--- config.mk ---
export PLATFORM = sky130hd
export DESIGN_NAME = branch_pred_ctrl
export DESIGN_NICKNAME = d
export VERILOG_FILES = /design/src/rtl/branch_pred_ctrl.sv
export SDC_FILE = /design/constraint.sdc
export NUM_CORES = 1
export LEC_CHECK = 0
export ABC_AREA = 1
export CAP_MARGIN = 15
export CORE_MARGIN = 5
export CORE_UTILIZATION = 46
export DETAILED_ROUTE_END_ITERATION = 8
export PLACE_DENSITY = 0.78
export SETUP_SLACK_MARGIN = 0.4
export SYNTH_ARGS = -nofsm -noshare
export SYNTH_HDL_FRONTEND = slang
export SYNTH_SLANG_ARGS = --single-unit
--- constraint.sdc ---
create_clock -name clk -period 2.1 [get_ports clk]
set_input_delay 0.42 -clock clk [delete_from_list [all_inputs] [get_ports clk]]
set_output_delay 0.42 -clock clk [all_outputs]
set_load 0.01 [all_outputs]
--- src/rtl/branch_pred_ctrl.sv ---
// Branch predictor (2-bit saturating BHT) with EX-stage misprediction detection,
// one-cycle PC redirect / pipeline flush sequencing and branch performance counters.
module branch_pred_ctrl #(
    parameter int IDX_W = 4,
    parameter int XLEN  = 32
) (
    input  logic            clk,
    input  logic            rst_n,
    input  logic            if_valid,
    input  logic [XLEN-1:0] if_pc,
    output logic            pred_taken,
    input  logic            stall,
    input  logic            ex_valid,
    input  logic [2:0]      ex_br_type,
    input  logic            ex_br,
    input  logic            ex_jump,
    input  logic            ex_pred_taken,
    input  logic [XLEN-1:0] ex_pc,
    input  logic [XLEN-1:0] ex_target,
    output logic            redirect,
    output logic [XLEN-1:0] redirect_pc,
    output logic            flush_if_id,
    output logic            flush_id_ex,
    output logic [31:0]     branch_cnt,
    output logic [31:0]     mispredict_cnt
);
    localparam int ENTRIES = 1 << IDX_W;

    typedef enum logic {IDLE, REDIRECT} state_t;

    state_t                    state;
    logic [ENTRIES-1:0][1:0]   bht;
    logic [IDX_W-1:0]          if_idx;
    logic [IDX_W-1:0]          ex_idx;
    logic                      is_cond;
    logic                      evt;
    logic                      actual;
    logic                      mispredict;
    logic                      train;
    logic                      unused_bits;

    assign if_idx      = if_pc[IDX_W+1:2];
    assign ex_idx      = ex_pc[IDX_W+1:2];
    assign unused_bits = ^{if_pc[XLEN-1:IDX_W+2], if_pc[1:0]};

    // Table read sees only registered state, so same-cycle training is not bypassed.
    assign pred_taken = if_valid & bht[if_idx][1];

    assign is_cond    = (ex_br_type != 3'd0) && (ex_br_type != 3'd7);
    assign evt        = ex_valid & ~stall & (state == IDLE) & (is_cond | ex_jump);
    assign actual     = ex_jump | ex_br;
    assign mispredict = evt & (actual != ex_pred_taken);
    // Jumps win over any branch type and never train the table.
    assign train      = evt & is_cond & ~ex_jump;

    always_ff @(posedge clk or negedge rst_n) begin
        if (!rst_n) begin
            bht <= {ENTRIES{2'b01}};
        end else if (train) begin
            if (actual && bht[ex_idx] != 2'b11)
                bht[ex_idx] <= bht[ex_idx] + 2'b01;
            else if (!actual && bht[ex_idx] != 2'b00)
                bht[ex_idx] <= bht[ex_idx] - 2'b01;
        end
    end

    always_ff @(posedge clk or negedge rst_n) begin
        if (!rst_n) begin
            branch_cnt     <= '0;
            mispredict_cnt <= '0;
        end else begin
            if (train)      branch_cnt     <= branch_cnt + 32'd1;
            if (mispredict) mispredict_cnt <= mispredict_cnt + 32'd1;
        end
    end

    always_ff @(posedge clk or negedge rst_n) begin
        if (!rst_n) begin
            state       <= IDLE;
            redirect    <= 1'b0;
            flush_if_id <= 1'b0;
            flush_id_ex <= 1'b0;
            redirect_pc <= '0;
        end else begin
            case (state)
                IDLE: begin
                    if (mispredict) begin
                        state       <= REDIRECT;
                        redirect    <= 1'b1;
                        flush_if_id <= 1'b1;
                        flush_id_ex <= 1'b1;
                        redirect_pc <= actual ? ex_target : ex_pc + XLEN'(4);
                    end
                end
                REDIRECT: begin
                    // Pulse lasts until the pipeline actually advances once.
                    if (!stall) begin
                        state       <= IDLE;
                        redirect    <= 1'b0;
                        flush_if_id <= 1'b0;
                        flush_id_ex <= 1'b0;
                    end
                end
                default: state <= IDLE;
            endcase
        end
    end
endmodule

; Yosys cells after proc, flatten, opt, wreduce, memory -nomap -nowiden
; Index checks and enable logic that the tools add are counted.
[op_classes]
addsub = 5
n_lt_le_gt_ge = 3
n_eq_ne = 5
mux = 17
bitwise_logic = 12
reduce_logical = 11
[ops]
columns = cell, count
row1 = two-way mux 32 bit, 3
row2 = "adder 32 x 1 -> 32 bit, second input constant", 2
row3 = bitwise mux 32 bit, 2
row4 = "adder 32 x 3 -> 32 bit, second input constant", 1
row5 = binary-select mux 2 bit (select 4 bit), 2
row6 = "less-than comparator 4 x 5 -> 1 bit, second input constant", 2
row7 = demux 2 bit (select 4 bit), 1
row8 = AND 1 bit, 7
row9 = two-way mux 2 bit, 3
row10 = "!= test 2 bit, second input constant", 3
row11 = AND reduction 2 bit, 3
row12 = "greater-or-equal comparator 4 x 1 -> 1 bit, second input constant", 1
row13 = logical AND 1 bit, 4
row14 = two-way mux 1 bit, 4
row15 = case mux 1 bit (2 select lines), 2
row16 = nonzero test 2 bit, 2
row17 = "!= test 3 bit, second input constant", 1
row18 = inverter 1 bit, 3
row19 = nonzero test 3 bit, 1
row20 = "adder 2 x 1 -> 2 bit, second input constant", 1
row21 = OR 1 bit, 2
row22 = "subtractor 2 x 1 -> 2 bit, second input constant", 1
row23 = zero test 1 bit, 1
row24 = != test 1 bit, 1
[totals]
register_bits = 130
input_bits = 107
output_inout_bits = 100

; Longest topological paths before layout
; Gate-level depths: netlist of the first run.
[depth]
word_depth = 7
depth_mapped = 18
mapped_depth_nobuf = 17

; Worst setup path after synthesis of the first run
; No wires, ideal clock.
[synth_timing]
path_type = input-to-reg
from = input port ex_pc[2]
to = register bht[11] (netlist bit)
setup_time_ps = 116
t_arrival_ps = 2290
required_ps = 1984
path_slack_ps = -307
cell_stages = 18
path_buffers = 2
path_cell_list = buf_2 > nor2_1 > nor2_1 > o21ai_1 > nand2_1 > nand2_1 > nand2_1 > nor2_4 > buf_6 > inv_1 > ha_1 > or2_1 > o21ai_2 > nand3_1 > inv_1 > nand2_1 > nand2_1 > nand2_1
[synth_between]
elab_chain_len = 7
[synth_rtl]
columns = element, line_no
row1 = "start, declared", 18  ; input logic [XLEN-1:0] ex_pc,
row2 = less-than comparator 4 x 5 -> 1 bit (not written as such) or greater-or-equal comparator 4 x 1 -> 1 bit (tied branches), "61, 63"
row3 = logical AND 1 bit (not written as such), "61, 63"
row4 = two-way mux 2 bit (not written as such), "61, 63"
row5 = demux 2 bit (select 4 bit), "61, 63"
row6 = bitwise mux 32 bit, 63  ; bht[ex_idx] <= bht[ex_idx] - 2'b01;
row7 = two-way mux 32 bit, 62  ; else if (!actual && bht[ex_idx] != 2'b00)
row8 = two-way mux 32 bit, 60  ; if (actual && bht[ex_idx] != 2'b11)
row9 = "end signal, assigned", 58  ; bht <= {ENTRIES{2'b01}};
row10 = "end signal, assigned by index", 61  ; bht[ex_idx] <= bht[ex_idx] + 2'b01;
row11 = "end signal, assigned by index", 63
row12 = "end, declared", 32  ; logic [ENTRIES-1:0][1:0] bht;
; Several ways; a longest one is shown, not always the timed one. The select of a mux whose other input is x is not followed.
; A chain may end at the register's enable or synchronous reset.

; Worst setup path after layout of the first run
[layout_timing]
from = register bht[13] (netlist bit)
to = register bht[15] (netlist bit)
[layout_between]
elab_chain_len = 6
[layout_rtl]
columns = element, line_no
row1 = binary-select mux 2 bit (select 4 bit) *, -
row2 = two-way mux 2 bit (not written as such) *, -
row3 = subtractor 2 x 1 -> 2 bit (tied with other cells), 63
row4 = bitwise mux 32 bit (tied with other cells), 63
row5 = two-way mux 32 bit or nonzero test 2 bit (tied branches), -
row6 = two-way mux 32 bit or AND reduction 2 bit (tied branches), -
; Every way passes the cells marked *; elsewhere a longest branch is shown, timed or not. The select of a mux whose other input is x is not followed.

==> results.md, run 1 <==
* Outcome: complete, but fails checks
* Failing checks: setup timing
* FF-to-FF End: bht[15]
* Area share of the largest cell type after synthesis at 33.7%
* Placed Instance Area at 11,000 um^2
* Total of max-cap violations at 0
* DR vias at 9,490
* Initial DRC Count at 801
* Buffers & Inverters on Critical Path at 3
* Vias in the first global route at 9,066
* Die W at 146 um
* CTS Root Cell: clkbuf_16
* RSZ-0062 raised after global routing: yes
* Largest net degree at the start of global routing at 50
* Boundary pin count at 207
* Crit Path Max Fanout at 4
* Worst setup margin at -0.147 ns
* Synth area leader: dfrtp_1
* Nets at 1,706
* Starting Density at 46.9%
* Power per cell area at 727 nW/um^2
* Flops & latches, synth at 130
* Cts bufs inserted at 17
* Global Route Usage Sum at 25.6%
* Setup violators final at 32
* Ranking of synthesized cells by area: dfrtp_1 (34%), nand2_1 (25%), nor2_1 (10%), dfstp_2 (5.0%), inv_1 (4.0%)
* Number of library cell types mapped by synthesis at 35
* Cell Chain, Critical Path: inv_1, a21oi_1, o21ai_0, nand2_1, nand2_1, nand4_1, ha_2, or2_4, o21ai_4, buf_6, nand3_4, inv_4, nand2_1, nand2_1, nand2_1
* Post-Route WL at 28,600 um
* Cells after synthesis at 1,311
* First-pass GRT wire length at 45,100 um
* Final worst path period share at 107%
* TritonCTS sink count at 130
* Mapped Area at 8450 um^2
* Total grt overflow at 0
* Crit path kind: flip-flop to flip-flop
* Seq. cell area at 3290 um^2
* FF-to-FF Start: bht[13]
* Post-route ant nets at 0
* Layout Skew at 0.00903 ns
* Full die area at 21,200 um^2
* Worst path slowest cell: dfrtp_1
* Post-DP HPWL at 20,300 um
* Crit end category: flip-flop
* DR pass1 iterations at 7
* Pins Over Slew Limit at 0
* Avg Vias per Cell at 5.17
* GPL Wtd Cong at 0.962
* DR DRC count at 0
* Core area at 18,000 um^2
* Setup TNS at -3.15 ns
* Clk slew on worst S/H paths at 0.06 ns
* Commonest cells post-synth: nand2_1 (561), nor2_1 (235), dfrtp_1 (114), inv_1 (91), nand3_1 (68)
* Worst slew pin tran at 0.466 ns
* Total Power at 9030 uW
* Mapped Avg Cell Area at 6.45 um^2
* Max H-tree Level at 4
* Hold Path Class: input port to flip-flop
* Hold Path Stages at 3
* Final Hold Fails at 0
* Leakage power total at 0.00605 uW
* Clock Path Buffers at 2
* Crit path required time at 2.42 ns
* Startpoint types: flip-flop
* Most common cell in the netlist: nand2_1
* Most used cell, CP: nand2_1
* Clock period minus final worst setup slack at 2.25 ns
* Kind of cell adding the most delay to the critical path: simple AND/OR/NAND/NOR gates
* Synthesized Nets at 1,426
* Wire per inst at 15.6 um
* Area grow syn2layout at 46.9%
* Hold EP: state
* Port Buffers at 178
* Clock latency on the worst-skew pair at 0.43 ns
* Antenna violations before repair at 2
* Critical Path AT at 2.57 ns
* Max incr delay on CP at 0.38 ns
* Rel. slew slack at 68.9%
* Number of flops mapped to enable cells by yosys at 0
* Top FF cell, synth: dfrtp_1
* Fill cells at 1,518
* Hold_sp: stall
* Share of layout cells above drive strength 1 at 19.3%
* Yosys warns at 0
* Site row count at 49
* CTS tree: done
* Non-Filler Cell Area, Final at 12,400 um^2
* Max frequency at 445 MHz
* Area occupied by multi-input gates at 5070 um^2
* Die Ht at 146 um
* Async set or reset register ratio after synthesis at 100%
* R2R depth at 15
* VDD IR-drop max at 0.553 mV
* Seq/Total Area, Yosys at 38.7%
* R2R setup slack at -0.15 ns
-- layout by cell type (no fill, tap or decap), drive strengths merged, types with 18 or more instances in the layout --
cell,n
a21oi,31
buf,113
clkbuf,24
clkdlybuf4s50,61
dfrtp,114
dlygate4sd2,101
inv,98
nand2,566
nand3,69
nor2,247
o21ai,52
xnor2,18
xor2,19
-- what timing repair did --
action,CTS,global route
gates resized for setup,171,120
setup buffers,28,12
setup endpoints to repair,166,89
hold buffers,1,0
gates cloned,2,3
endpoints found under the hold margin,28,0
pin swaps,9,31
-- how the worst max path moves through the flow --
| stage | slack (ns) | startpoint | cells past startpoint | end |
|---|---|---|---|---|
| floorplan | -0.18 | ex_pc[2] | 18 | bht[11] |
| global placement | -0.69 | ex_pc[2] | 18 | bht[27] |
| detailed placement | -0.73 | ex_pc[2] | 18 | bht[27] |
| CTS | 0.03 | bht[21] | 6 | pred_taken |
| global route | -0.27 | bht[13] | 15 | bht[15] |
| finish | -0.15 | bht[13] | 15 | bht[15] |
-- logic make-up (layout without fill, tap and decap cells) --
family / Yosys count / in the layout / share of synthesized area, %
and+or+nand+nor: 911 / 912 / 43.5
DFF: 130 / 130 / 38.7
buffers and inverters: 128 / 420 / 6.47
AOI/OAI and AO/OA: 97 / 97 / 6.20
xor gates and xnor gates: 37 / 37 / 3.92
adders and majority gates: 8 / 8 / 1.18
other: 0 / 2 / 0
-- metrics by stage --
stage	util [%]	worst slack [ns]	cells	hold WS [ns]
3_5_place_dp	61.2	-0.726	1755	0.393
3_3_place_gp	61.2	-0.691	1755	0.386
5_1_grt	68.9	-0.273	1834	0.280
2_1_floorplan	-	-0.181	1311	0.124
4_1_cts	66.1	0.0266	1818	0.476
6_report	68.9	-0.147	1835	0.263
-- area by class of cell --
class,count,share of cell area (%)
diodes,2,0.0403
clock buffers,19,3.49
clock inverters,13,1.48
inverters,96,2.96
multi-input cells,1054,40.9
flip-flops and latches,130,26.5
well taps,229,2.31
repair buffers,292,22.3
-- power by group --
group / internal (uW) / switching (uW) / leakage, uW
Combinational: 1150 / 1300 / 0.00415
Sequential: 2980 / 397 / 0.00161
Clock: 1990 / 1210 / 0.000294
-- worst reg2reg max path, stage by stage (launching register included) --
cell     delay [ns]
dfrtp_1        0.38
inv_1          0.10
a21oi_1        0.07
o21ai_0        0.13
nand2_1        0.14
nand2_1        0.09
nand4_1        0.13
ha_2           0.21
or2_4          0.25
o21ai_4        0.10
buf_6          0.17
nand3_4        0.11
inv_4          0.09
nand2_1        0.07
nand2_1        0.06
nand2_1        0.04
-- metal layers --
metal  track usage [%]  routed length (um)
met5                 0                   7
met4              8.26                 795
met3              6.51                2020
met2              43.2               14000
met1              32.4               11800
Note: power is estimated with default switching activity, not from simulation.
==> run 2: changes to the inputs <==
--- a/constraint.sdc
+++ b/constraint.sdc
@@ -3,2 +3,2 @@
 set_output_delay 0.42 -clock clk [all_outputs]
-set_load 0.01 [all_outputs]
+set_load 0.02 [all_outputs]
==> results.md, run 2 (synthesized netlist as in run 1, its figures left out) <==
* Port Buffers at 178
* Rel. slew slack at 74.6%
* Worst setup margin at -0.0686 ns
* Post-DP HPWL at 20,000 um
* Area grow syn2layout at 43.8%
* Crit Path Max Fanout at 5
* DR vias at 9,324
* Site row count at 49
* Antenna violations before repair at 1
* Max incr delay on CP at 0.38 ns
* Post-Route WL at 27,500 um
* Non-Filler Cell Area, Final at 12,200 um^2
* Die Ht at 146 um
* Sw frac at 34.5%
* Placed instance count at 1,750
* Internal power at 6070 uW
* Finished Layout Cells at 1,810
* RSZ-0062 raised after global routing: yes
* Die W at 146 um
* Net switching power at 3200 uW
* Pins Over Slew Limit at 0
* Clk slew on worst S/H paths at 0.06 ns
* Initial DRC Count at 752
* DR DRC count at 0
* Buffers & Inverters on Critical Path at 3
* Vias in the first global route at 8,691
* Final Hold Fails at 0
* Power per cell area at 763 nW/um^2
* Max H-tree Level at 4
* Full die area at 21,200 um^2
* Final worst hold slack at 0.271 ns
* Cts bufs inserted at 17
* R2R setup slack at -0.07 ns
* First-pass GRT wire length at 43,700 um
* Setup violators final at 27
* Kind of cell adding the most delay to the critical path: simple AND/OR/NAND/NOR gates
* CTS Root Cell: clkbuf_16
* Total of max-cap violations at 0
* Critical Path AT at 2.49 ns
* Clock period minus final worst setup slack at 2.17 ns
* Failing checks: setup timing
* Hold Path Class: input port to flip-flop
* Setup TNS at -0.824 ns
* Outcome: complete, but fails checks
* Commonest non-fill, non-tap cell in the layout: nand2_1
* Final worst path period share at 103%
* Clock latency on the worst-skew pair at 0.43 ns
* Worst path slowest cell: dfstp_2
* Worst slew pin tran at 0.380 ns
* Crit path kind: flip-flop to flip-flop
* Combinational Power Share at 28.3%
* FF-to-FF End: bht[19]
* Total grt overflow at 0
* Worst Setup EP: bht[19]
* Wire per inst at 15.2 um
* Share of layout cells above drive strength 1 at 16.6%
* Total Power at 9280 uW
* Leakage power total at 0.00585 uW
* Avg Vias per Cell at 5.15
* DR pass1 iterations at 5
* Clk pwr share at 35.0%
* Commonest non-fill, non-tap cells in the layout: nand2_1 (532), nor2_1 (212), dfrtp_1 (112)
* Crit path required time at 2.42 ns
* Starting Density at 46.9%
* Clock Path Buffers at 2
* Post-route ant nets at 0
* CTS tree: done
* Cell Chain, Critical Path: nor2_2, nor2_1, o21ai_1, nand2_1, nand2_1, nand2_2, nor2_4, inv_2, ha_4, or2_4, o21ai_4, buf_12, nand3_4, inv_4, nand2_2, nand2_1, nand2_1
* Nets at 1,683
* Largest net degree at the start of global routing at 53
* Boundary pin count at 207
* Max frequency at 461 MHz
* Most used cell, CP: nand2_1
* Core area at 18,000 um^2
* R2R depth at 17
* Placed Instance Area at 11,000 um^2
* Sequential share of power at 36.7%
* VDD IR-drop max at 0.787 mV
* Crit end category: flip-flop
* Stages on the worst setup path at 17
* Global Route Usage Sum at 24.8%
* Layout Skew at 0.00898 ns
* TritonCTS sink count at 130
* Startpoint types: flip-flop
* Ant diodes at 0
* GPL Wtd Cong at 0.918
[run 2: worst min-delay path by stage]
stage | end | slack (ns) | from | cells after the start
floorplan | bht[11] | 0.12 | rst_n | 0
global placement | bht[13] | 0.34 | rst_n | 1
detailed placement | bht[5] | 0.35 | rst_n | 1
CTS | flip-flop | 0.47 | flip-flop | 2
global route | state | 0.30 | stall | 3
finish | state | 0.27 | stall | 3
[run 2: area by class of cell]
cell class                      instances  area (um^2)
Timing Repair Buffer                  270         2590
Sequential cell                       130         3280
Inverter                               96          370
Clock buffer                           17          425
Fill cell                            1577         5870
Tap cell                              229          287
Clock inverter                         15          206
Multi-Input combinational cell       1053         5010
[run 2: through the flow]
step | setup slack [ns] | utilization [%]
floorplan | -0.181 | -
global placement | -0.703 | 60.9
detailed placement | -0.773 | 60.9
CTS | 0.0397 | 65.5
global route | -0.182 | 67.5
finish | -0.0686 | 67.5
[run 2: repair_timing]
action,in CTS,in global routing
pin swaps,15,29
buffers inserted,11,11
setup endpoints to repair,172,87
cloned,2,3
hold buffers,1,0
resized for setup,180,87
endpoints found under the hold margin,18,0
[run 2: power groups by stage]
stage / registers [uW] / clock network, uW / logic, uW
CTS: 3380 / 3270 / 2470
detailed placement: 3420 / 0 / 2600
floorplan: 3740 / 0 / 896
finish: 3400 / 3250 / 2620
global route: 3450 / 3390 / 2830
global placement: 3420 / 0 / 2540
[run 2: layer usage]
metal / track usage [%] / routed length [um] / vias up
li1: - / - / 4596
met1: 32.1 / 11600 / 4342
met2: 42.0 / 13500 / 335
met3: 5.36 / 1820 / 49
met4: 7.23 / 655 / 2
met5: 0 / 7 / -
[run 2: worst register-to-register path, stage by stage, from the launching register on]
cell     delay, ns
dfstp_2       0.38
nor2_2        0.11
nor2_1        0.05
o21ai_1       0.08
nand2_1       0.08
nand2_1       0.09
nand2_2       0.09
nor2_4        0.11
inv_2         0.06
ha_4          0.15
or2_4         0.25
o21ai_4       0.08
buf_12        0.16
nand3_4       0.10
inv_4         0.10
nand2_2       0.05
nand2_1       0.07
nand2_1       0.05
